<file path="src/rtl/pwm_pkg.sv">
// Shared definitions for the PWM fade controller: FSM state encoding and
// the PWM period, which is also the default upper duty limit.
package pwm_pkg;

  typedef enum logic [1:0] {
    IDLE       = 2'd0,
    BREATHE_UP = 2'd1,
    BREATHE_DN = 2'd2
  } state_e;

  localparam int PWM_PERIOD = 1000;

endpackage

</file>
<file path="src/rtl/btn_debounce.sv">
// One button front end: 2-flop synchronizer, debounce counter, and a
// single-cycle press pulse on the debounced rising edge.
//
// After reset the debouncer is disarmed. It arms only once the synchronized
// input has been low for DEBOUNCE_CYCLES consecutive cycles. A button that
// is held through reset release therefore cannot produce a press until it
// has been let go and pressed again. The two synchronizer flops read 0 for
// up to two cycles after reset, so DEBOUNCE_CYCLES should be at least 3.
module btn_debounce
  import pwm_pkg::*;
#(
  parameter int DEBOUNCE_CYCLES = 500000
) (
  input  logic clk,
  input  logic rst,
  input  logic btn_raw,
  output logic press
);

  localparam int CW = (DEBOUNCE_CYCLES > 1) ? $clog2(DEBOUNCE_CYCLES) : 1;
  localparam logic [CW-1:0] CNT_LAST = CW'(DEBOUNCE_CYCLES - 1);

  logic          sync1_q, sync2_q;
  logic          level_q, level_d;
  logic          armed_q, armed_d;
  logic          press_q, press_d;
  logic [CW-1:0] cnt_q, cnt_d;
  logic          count_en;

  // Synchronizer, debounce state and press pulse registers.
  always_ff @(posedge clk) begin
    if (rst) begin
      sync1_q <= 1'b0;
      sync2_q <= 1'b0;
      level_q <= 1'b0;
      armed_q <= 1'b0;
      press_q <= 1'b0;
      cnt_q   <= '0;
    end else begin
      sync1_q <= btn_raw;
      sync2_q <= sync1_q;
      level_q <= level_d;
      armed_q <= armed_d;
      press_q <= press_d;
      cnt_q   <= cnt_d;
    end
  end

  // Count consecutive cycles of disagreement (armed) or of a released
  // button (disarmed); act when the count reaches DEBOUNCE_CYCLES.
  always_comb begin
    level_d  = level_q;
    armed_d  = armed_q;
    press_d  = 1'b0;
    cnt_d    = '0;
    count_en = armed_q ? (sync2_q != level_q) : !sync2_q;
    if (count_en) begin
      if (cnt_q == CNT_LAST) begin
        cnt_d = '0;
        if (armed_q) begin
          level_d = !level_q;
          press_d = !level_q;
        end else begin
          armed_d = 1'b1;
        end
      end else begin
        cnt_d = cnt_q + 1'b1;
      end
    end
  end

  assign press = press_q;

endmodule

</file>
<file path="src/rtl/pwm_fade_ctrl.sv">
// PWM duty controller: manual up/down stepping with saturation and an
// optional breathing mode that ramps the duty between 0 and MAX_DUTY.
// Breathing mode is built only when PWM_FADE_AUTO_EN is defined; otherwise
// btn_auto is ignored and breathing is tied low.
module pwm_fade_ctrl
  import pwm_pkg::*;
#(
  parameter int DEBOUNCE_CYCLES = 500000,
  parameter int TICK_CYCLES     = 50000,
  parameter int STEP            = 100,
  parameter int MAX_DUTY        = PWM_PERIOD
) (
  input  logic       clk,
  input  logic       rst,
  input  logic       btn_up,
  input  logic       btn_dn,
  input  logic       btn_auto,
  output logic [9:0] duty_cmd,
  output logic       breathing,
  output logic       at_max,
  output logic       at_min
);

  localparam logic [10:0] STEP_W = 11'(STEP);
  localparam logic [10:0] MAX_W  = 11'(MAX_DUTY);

  logic        up_p, dn_p;
  logic [9:0]  duty_q, duty_d;
  logic        at_max_q, at_min_q;
  logic [10:0] sum_up, diff_dn;
  logic [9:0]  manual_d;

  btn_debounce #(.DEBOUNCE_CYCLES(DEBOUNCE_CYCLES)) u_db_up (
    .clk(clk), .rst(rst), .btn_raw(btn_up), .press(up_p)
  );

  btn_debounce #(.DEBOUNCE_CYCLES(DEBOUNCE_CYCLES)) u_db_dn (
    .clk(clk), .rst(rst), .btn_raw(btn_dn), .press(dn_p)
  );

  // Manual step target: 11-bit saturating add/subtract, no change when both
  // buttons fire in the same cycle.
  always_comb begin
    sum_up   = {1'b0, duty_q} + STEP_W;
    diff_dn  = {1'b0, duty_q} - STEP_W;
    manual_d = duty_q;
    if (up_p && !dn_p) begin
      manual_d = (sum_up > MAX_W) ? MAX_W[9:0] : sum_up[9:0];
    end else if (dn_p && !up_p) begin
      manual_d = diff_dn[10] ? 10'd0 : diff_dn[9:0];
    end
  end

`ifdef PWM_FADE_AUTO_EN
  localparam int TW = (TICK_CYCLES > 1) ? $clog2(TICK_CYCLES) : 1;
  localparam logic [TW-1:0] TICK_LAST = TW'(TICK_CYCLES - 1);

  logic          auto_p;
  state_e        state_q, state_d;
  logic [TW-1:0] tick_q, tick_d;

  btn_debounce #(.DEBOUNCE_CYCLES(DEBOUNCE_CYCLES)) u_db_auto (
    .clk(clk), .rst(rst), .btn_raw(btn_auto), .press(auto_p)
  );

  // FSM state and breathing tick counter registers.
  always_ff @(posedge clk) begin
    if (rst) begin
      state_q <= IDLE;
      tick_q  <= '0;
    end else begin
      state_q <= state_d;
      tick_q  <= tick_d;
    end
  end

  // Next state, tick and duty; auto press wins over everything else.
  always_comb begin
    state_d = state_q;
    tick_d  = tick_q;
    duty_d  = duty_q;
    case (state_q)
      IDLE: begin
        tick_d = '0;
        if (auto_p) begin
          state_d = ({1'b0, duty_q} < MAX_W) ? BREATHE_UP : BREATHE_DN;
        end else begin
          duty_d = manual_d;
        end
      end
      BREATHE_UP: begin
        if (auto_p) begin
          state_d = IDLE;
          tick_d  = '0;
        end else if (tick_q == TICK_LAST) begin
          tick_d = '0;
          duty_d = duty_q + 10'd1;
          if ({1'b0, duty_d} == MAX_W) state_d = BREATHE_DN;
        end else begin
          tick_d = tick_q + 1'b1;
        end
      end
      BREATHE_DN: begin
        if (auto_p) begin
          state_d = IDLE;
          tick_d  = '0;
        end else if (tick_q == TICK_LAST) begin
          tick_d = '0;
          duty_d = duty_q - 10'd1;
          if (duty_d == 10'd0) state_d = BREATHE_UP;
        end else begin
          tick_d = tick_q + 1'b1;
        end
      end
      default: begin
        state_d = IDLE;
        tick_d  = '0;
      end
    endcase
  end

  assign breathing = (state_q != IDLE);
`else
  logic unused_auto;
  assign unused_auto = btn_auto;

  // Manual stepping only.
  always_comb begin
    duty_d = manual_d;
  end

  assign breathing = 1'b0;
`endif

  // Duty command and its limit flags, all updated on the same edge.
  always_ff @(posedge clk) begin
    if (rst) begin
      duty_q   <= '0;
      at_max_q <= 1'b0;
      at_min_q <= 1'b1;
    end else begin
      duty_q   <= duty_d;
      at_max_q <= ({1'b0, duty_d} == MAX_W);
      at_min_q <= (duty_d == 10'd0);
    end
  end

  assign duty_cmd = duty_q;
  assign at_max   = at_max_q;
  assign at_min   = at_min_q;

endmodule

</file>
<file path="config.mk">
export PLATFORM = sky130hd
export DESIGN_NAME = pwm_fade_ctrl
export DESIGN_NICKNAME = d
export VERILOG_FILES = /design/src/rtl/pwm_pkg.sv /design/src/rtl/btn_debounce.sv /design/src/rtl/pwm_fade_ctrl.sv
export SDC_FILE = /design/constraint.sdc
export NUM_CORES = 1
export LEC_CHECK = 0
export CORE_MARGIN = 4
export CORE_UTILIZATION = 35
export CTS_CLUSTER_DIAMETER = 200
export DETAILED_ROUTE_END_ITERATION = 12
export PLACE_DENSITY = 0.62
export SKIP_LAST_GASP = 1
export SLEW_MARGIN = 20
export SYNTH_ARGS = -nofsm -noshare
export SYNTH_HDL_FRONTEND = slang
export SYNTH_SLANG_ARGS = --single-unit
</file>
<file path="constraint.sdc">
create_clock -name clk -period 3 [get_ports clk]
set_input_delay 0.6 -clock clk [delete_from_list [all_inputs] [get_ports clk]]
set_output_delay 0.6 -clock clk [all_outputs]
set_load 0.02 [all_outputs]
</file>
==> results.toml, run 1 <==
[sta]
hold_violations = 0
finalSetupViolations = 0
slew_viol_final = 0
slew_headroom = 0.591
final.period_utilization = 0.783
fin_tns_setup_ns = 0
hold_slack_ns = 0.435
max_freq_mhz = 426
min_period_ns = 2.35
fin_skew_ns = 0.00730
grt_setup_unrepaired = "false"
tightest_slew_ns = 0.613

[clock_tree]
cts_sinks = 60
htree_levels = 3
clkLatencyLatePin_ns = 0.33
cts_made_buffers = 9
cts_hold_buf = 0
cts_buffer_depth = 2
cts_tree = "done"
post-cts-setup-buffers = 0
cts_resized = 0
cts.clk_slew.worst_paths_ns = 0.06
ctsRootBufferMaster = "clkbuf_8"

[layout]
areaGrowthSynthToFinish_pct = 13.4
layout.nets = 368
multi_input_area_mm2 = 0.00160
most-common-layout-cells = "67 x nor2_1, 60 x dfxtp_1, 27 x nand2_1"
layout-drive-gt1-share = 0.0663
fin_util = 0.417
num_antenna_cells = 0
regArea_mm2 = 0.00120
fillerInstances = 788
mostFrequentLayoutCell = "nor2_1"

[placed_design]
portBuffers = 15
gp_congestion = 0.811
dp_hpwl_um = 3960

[global_routing]
grtUsageTotal = 0.118
antenna_found_initial = 0
grt_max_degree = 20
overflow = 0
grt_pass1_wl_um = 9650
grt_pass1_vias = 2095

[pwr]
power_density_mw_per_mm2 = 431
vdd_ir_drop_max_mv = 0.272
p_leak_nw = 1.15

[routing]
ant_nets = 0
drt_iter0_drc = 101
dr.pass1.iters = 4
wl_per_cell_um = 11.8
routed_wl_um = 5500
drc = 0
vias = 2303
vias_per_cell = 4.96

[worst_setup_path]
cp.required_ns = 3.21
crit_type = "flip-flop to flip-flop"
critPathSlowestCell = "mux4_2"
cp-start-kind = "flip-flop"
path_max_fanout = 7
critical_path.top_delay_family = "compound AO/OA/AOI/OAI gates"
slowest_delay_ns = 0.47
end_kind = "flip-flop"
worstPathArrival_ns = 2.56
cp_cell_sequence = "inv_1, ha_1, nand2b_1, a31oi_1, nand2_1, mux4_2, and3_1, a31o_1"
critPathBufInv = 1

[logic_synthesis]
avgSynthCellArea_um2 = 8.47
yosys_register_bits = 60
syn-cell-area_mm2 = 0.00290
synth_cells = 342
synth-async-reset-ratio = 0
syn_nets = 352
ys.flop_type = "dfxtp_1"
ys_warn_count = 0
synth_top_area_share = 0.415
synth-edff-count = 0
yosys.area.top_type = "dfxtp_1"
synth.distinct_cells = 53
synth.area.top_cells = "dfxtp_1 41%, nor2_1 8.7%, xor2_1 7.3%"
ys_seq_area_frac = 0.415

[die]
fp.dieW_um = 99.0
pin_count = 18
die_y_um = 99.0
initial_utilization = 0.367
rows = 32
core-area_mm2 = 0.00789
fp.dieArea_mm2 = 0.00980

[run_status]
status = "finished clean"

[hold_path]
hold_path_class = "flip-flop to flip-flop"

[job]
maxCapViolations = 0
==> state kept, by name (all words and copies together), names as in the netlist <==
register / flops
u_db_dn.cnt_q: 19
u_db_dn.press: 1
u_db_dn.sync2_q: 1
u_db_dn.level_q: 1
u_db_up.cnt_q: 19
u_db_dn.sync1_q: 1
u_db_up.level_q: 1
duty_cmd: 10
u_db_up.sync1_q: 1
at_min: 1
u_db_up.sync2_q: 1
u_db_up.armed_q: 1
at_max: 1
u_db_dn.armed_q: 1
u_db_up.press: 1
==> cell usage after synthesis (3+ instances only) <==
| cell | number |
|---|---|
| dfxtp_1 | 60 |
| xor2_1 | 24 |
| and4_1 | 5 |
| nor4_1 | 4 |
| xnor2_1 | 16 |
| and3_1 | 9 |
| nor3_1 | 10 |
| nand2_1 | 27 |
| nand3_1 | 18 |
| nor2_1 | 67 |
| a21oi_1 | 9 |
| clkbuf_1 | 8 |
| ha_1 | 5 |
| nor2b_1 | 7 |
| nand4_1 | 7 |
| inv_1 | 9 |
| nor4b_1 | 5 |
| o21ai_0 | 5 |
| mux2i_1 | 3 |
==> where the power goes <==
group / switching, mW / internal [mW] / total (mW) / leakage, nW
clock: 0.275 / 0.291 / 0.566 / 0.0800
combinational: 0.0222 / 0.0132 / 0.0354 / 0.580
sequential: 0.00671 / 0.806 / 0.813 / 0.485
total: 0.304 / 1.11 / 1.41 / 1.15
==> per-stage QoR <==
stage               power (mW)  instance area (µm²)  instances  setup slack, ns
finish                    1.41                 3290        464            0.651
global route              1.49                 3290        464            0.526
CTS                       1.44                 3290        464            0.641
detailed placement       0.867                 3140        449            0.724
global placement         0.866                 3140        449            0.718
floorplan                0.856                 2900        342            0.853
==> area by class of cell <==
type | instances | share of cell area
inverters | 10 | 0.0114
well taps | 102 | 0.0388
clock buffers | 12 | 0.0411
multi-input cells | 259 | 0.486
flip-flops and latches | 60 | 0.366
clock inverters | 3 | 0.00457
repair buffers | 18 | 0.0526
==> cells by family (layout without fill, tap and decap cells) <==
kind of cell / after synthesis / count (layout) / synth area share
flops: 60 / 60 / 0.415
other cells: 1 / 1 / 0.00129
fa+ha+maj: 5 / 5 / 0.0216
xor+xnor: 40 / 40 / 0.121
buf+inv: 23 / 43 / 0.0345
mux: 4 / 4 / 0.0181
simple gates: 170 / 170 / 0.291
compound gates: 39 / 39 / 0.0984
==> final timing paths <==
path                   startpoint              end  slack, ns  depth (start not counted)
hold / removal    u_db_dn.sync1_q  u_db_dn.sync2_q       0.43                          1
hold reg to reg   u_db_dn.sync1_q  u_db_dn.sync2_q       0.43                          1
setup reg to reg      duty_cmd[3]           at_min       0.65                          8
setup / recovery      duty_cmd[3]           at_min       0.65                          8
==> layer usage <==
metal	share of wire	vias to the layer above	wire length (µm)	GRT usage
li1	-	1213	-	-
met1	0.49	1054	2710	0.157
met2	0.46	28	2500	0.183
met3	0.042	8	229	0.0368
met4	0.0093	0	51	0.0357
met5	0	-	0	0
Note: power is estimated with default switching activity, not from simulation.
==> run 2, diff against run 1 <==
==> constraint.sdc (replaced) <==
create_clock -name clk -period 2.2 [get_ports clk]
set_input_delay 0.44 -clock clk [delete_from_list [all_inputs] [get_ports clk]]
set_output_delay 0.44 -clock clk [all_outputs]
set_load 0.02 [all_outputs]
==> run 2 against run 1 <==
  * Via count up 5.7%
  * Flip-flop and latch count unchanged
  * Count of clock-buffer cells in the layout down 3
  * Die area unchanged
  * Critical path depth unchanged
  * Sequential power up 37%
  * Cell area up 7.8%
  * Core utilization up 3.3 points
  * First-iteration DRC count down 23%
  * Hold slack better by 0.010 ns
  * Power up 51%
  * Cell count up 5.2%
  * Critical endpoint unchanged
==> results.toml, run 2 (synthesis results as in run 1) <==
[global_routing]
grtUsageTotal = 0.129
grt_pass1_wl_um = 10400
grt_pass1_vias = 2347
antenna_found_initial = 0
overflow = 0
grt_max_degree = 20

[routing]
vias = 2435
drc = 0
drt_iter0_drc = 78
vias_per_cell = 4.99
dr.pass1.iters = 4
routed_wl_um = 5960
wl_per_cell_um = 12.2
ant_nets = 0

[clock_tree]
cts_made_buffers = 9
ctsRootBufferMaster = "clkbuf_8"
cts_buffer_depth = 2
htree_levels = 3
cts_sinks = 60
cts.clk_slew.worst_paths_ns = 0.07
cts_tree = "done"
clkLatencyLatePin_ns = 0.33

[placed_design]
dp_hpwl_um = 4350
gp_congestion = 0.833
dp_slack_ns = 0.0152
portBuffers = 15
placed_cell_area_mm2 = 0.00330
placed_cells = 471

[layout]
layout-drive-gt1-share = 0.158
areaGrowthSynthToFinish_pct = 22.2
multi_input_area_mm2 = 0.00163
post-route-cell-area_mm2 = 0.00354
fillerInstances = 772
mostFrequentLayoutCell = "nor2_1"
layout.cells.non_filler = 488
layout.nets = 391
num_antenna_cells = 0
fin_util = 0.449
regArea_mm2 = 0.00120
most-common-layout-cells = "67 x nor2_1, 58 x dfxtp_1, 27 x nand2_1"

[sta]
max_freq_mhz = 468
hold_violations = 0
tightest_slew_ns = 0.629
final.period_utilization = 0.971
slew_viol_final = 0
finalSetupViolations = 0
fin_ws_ns = 0.0646
fin_skew_ns = 0.00711
grt_setup_unrepaired = "true"
fin_tns_setup_ns = 0
min_period_ns = 2.14
slew_headroom = 0.581
hold_slack_ns = 0.445

[pwr]
power_density_mw_per_mm2 = 602
vdd_ir_drop_max_mv = 0.445
p_total_mw = 2.13
p_leak_nw = 1.28

[hold_path]
hold_path_class = "flip-flop to flip-flop"

[job]
maxCapViolations = 0

[worst_setup_path]
worstPathArrival_ns = 2.36
path_max_fanout = 6
cp-start-kind = "flip-flop"
crit_type = "flip-flop to flip-flop"
cp.required_ns = 2.43
end_kind = "flip-flop"

[die]
pin_count = 18
initial_utilization = 0.367
fp.dieArea_mm2 = 0.00980
fp.dieW_um = 99.0
rows = 32
core-area_mm2 = 0.00789
die_y_um = 99.0

[run_status]
status = "finished clean"
[run 2: cell count changes in the layout (fill, tap and decap cells not counted), sizes merged]
cell,previous run,this run
buf,3,26
bufinv,0,1
clkbuf,12,9
clkinv,3,1
clkinvlp,0,3
inv,10,12
[run 2: path summary, 6_finish.rpt]
kind,from,endpoint,slack (ns),cells after the start
max,duty_cmd[3],at_min,0.06,8
min,u_db_up.sync1_q,u_db_up.sync2_q,0.45,1
max reg2reg,duty_cmd[3],at_min,0.06,8
min reg2reg,u_db_up.sync1_q,u_db_up.sync2_q,0.45,1
[run 2: layout make-up]
type                            count  share of cell area
Clock inverter                      7              0.0212
Multi-Input combinational cell    259               0.460
Sequential cell                    60               0.340
Clock buffer                        9              0.0350
Timing Repair Buffer               41              0.0975
Inverter                           10              0.0106
Tap cell                          102              0.0360
[run 2: critical path: stages, from the launching register on]
cell and delay (ns):
dfxtp_2 0.37, ha_2 0.20, buf_4 0.14, xnor2_1 0.29
a22oi_2 0.10, and3_1 0.21, o21a_1 0.20, o311a_1 0.33
a31o_1 0.19
[run 2: power breakdown]
| part | total (mW) | switching [mW] | internal (mW) |
|---|---|---|---|
| Clock | 0.972 | 0.444 | 0.528 |
| Combinational | 0.0530 | 0.0320 | 0.0210 |
| Sequential | 1.11 | 0.00940 | 1.10 |
[run 2: per-layer routing]
layer | vias up | track usage | part of all wire
met5 | - | 0 | 0
met2 | 51 | 0.195 | 0.46
li1 | 1260 | - | -
met4 | 0 | 0.0609 | 0.015
met3 | 11 | 0.0432 | 0.051
met1 | 1113 | 0.164 | 0.47
[run 2: timing repair]
item,in CTS,in global routing
pin swaps,0,3
buffers inserted,0,1
resized for setup,2,8
hold buffers,0,0
setup endpoints to repair,1,3
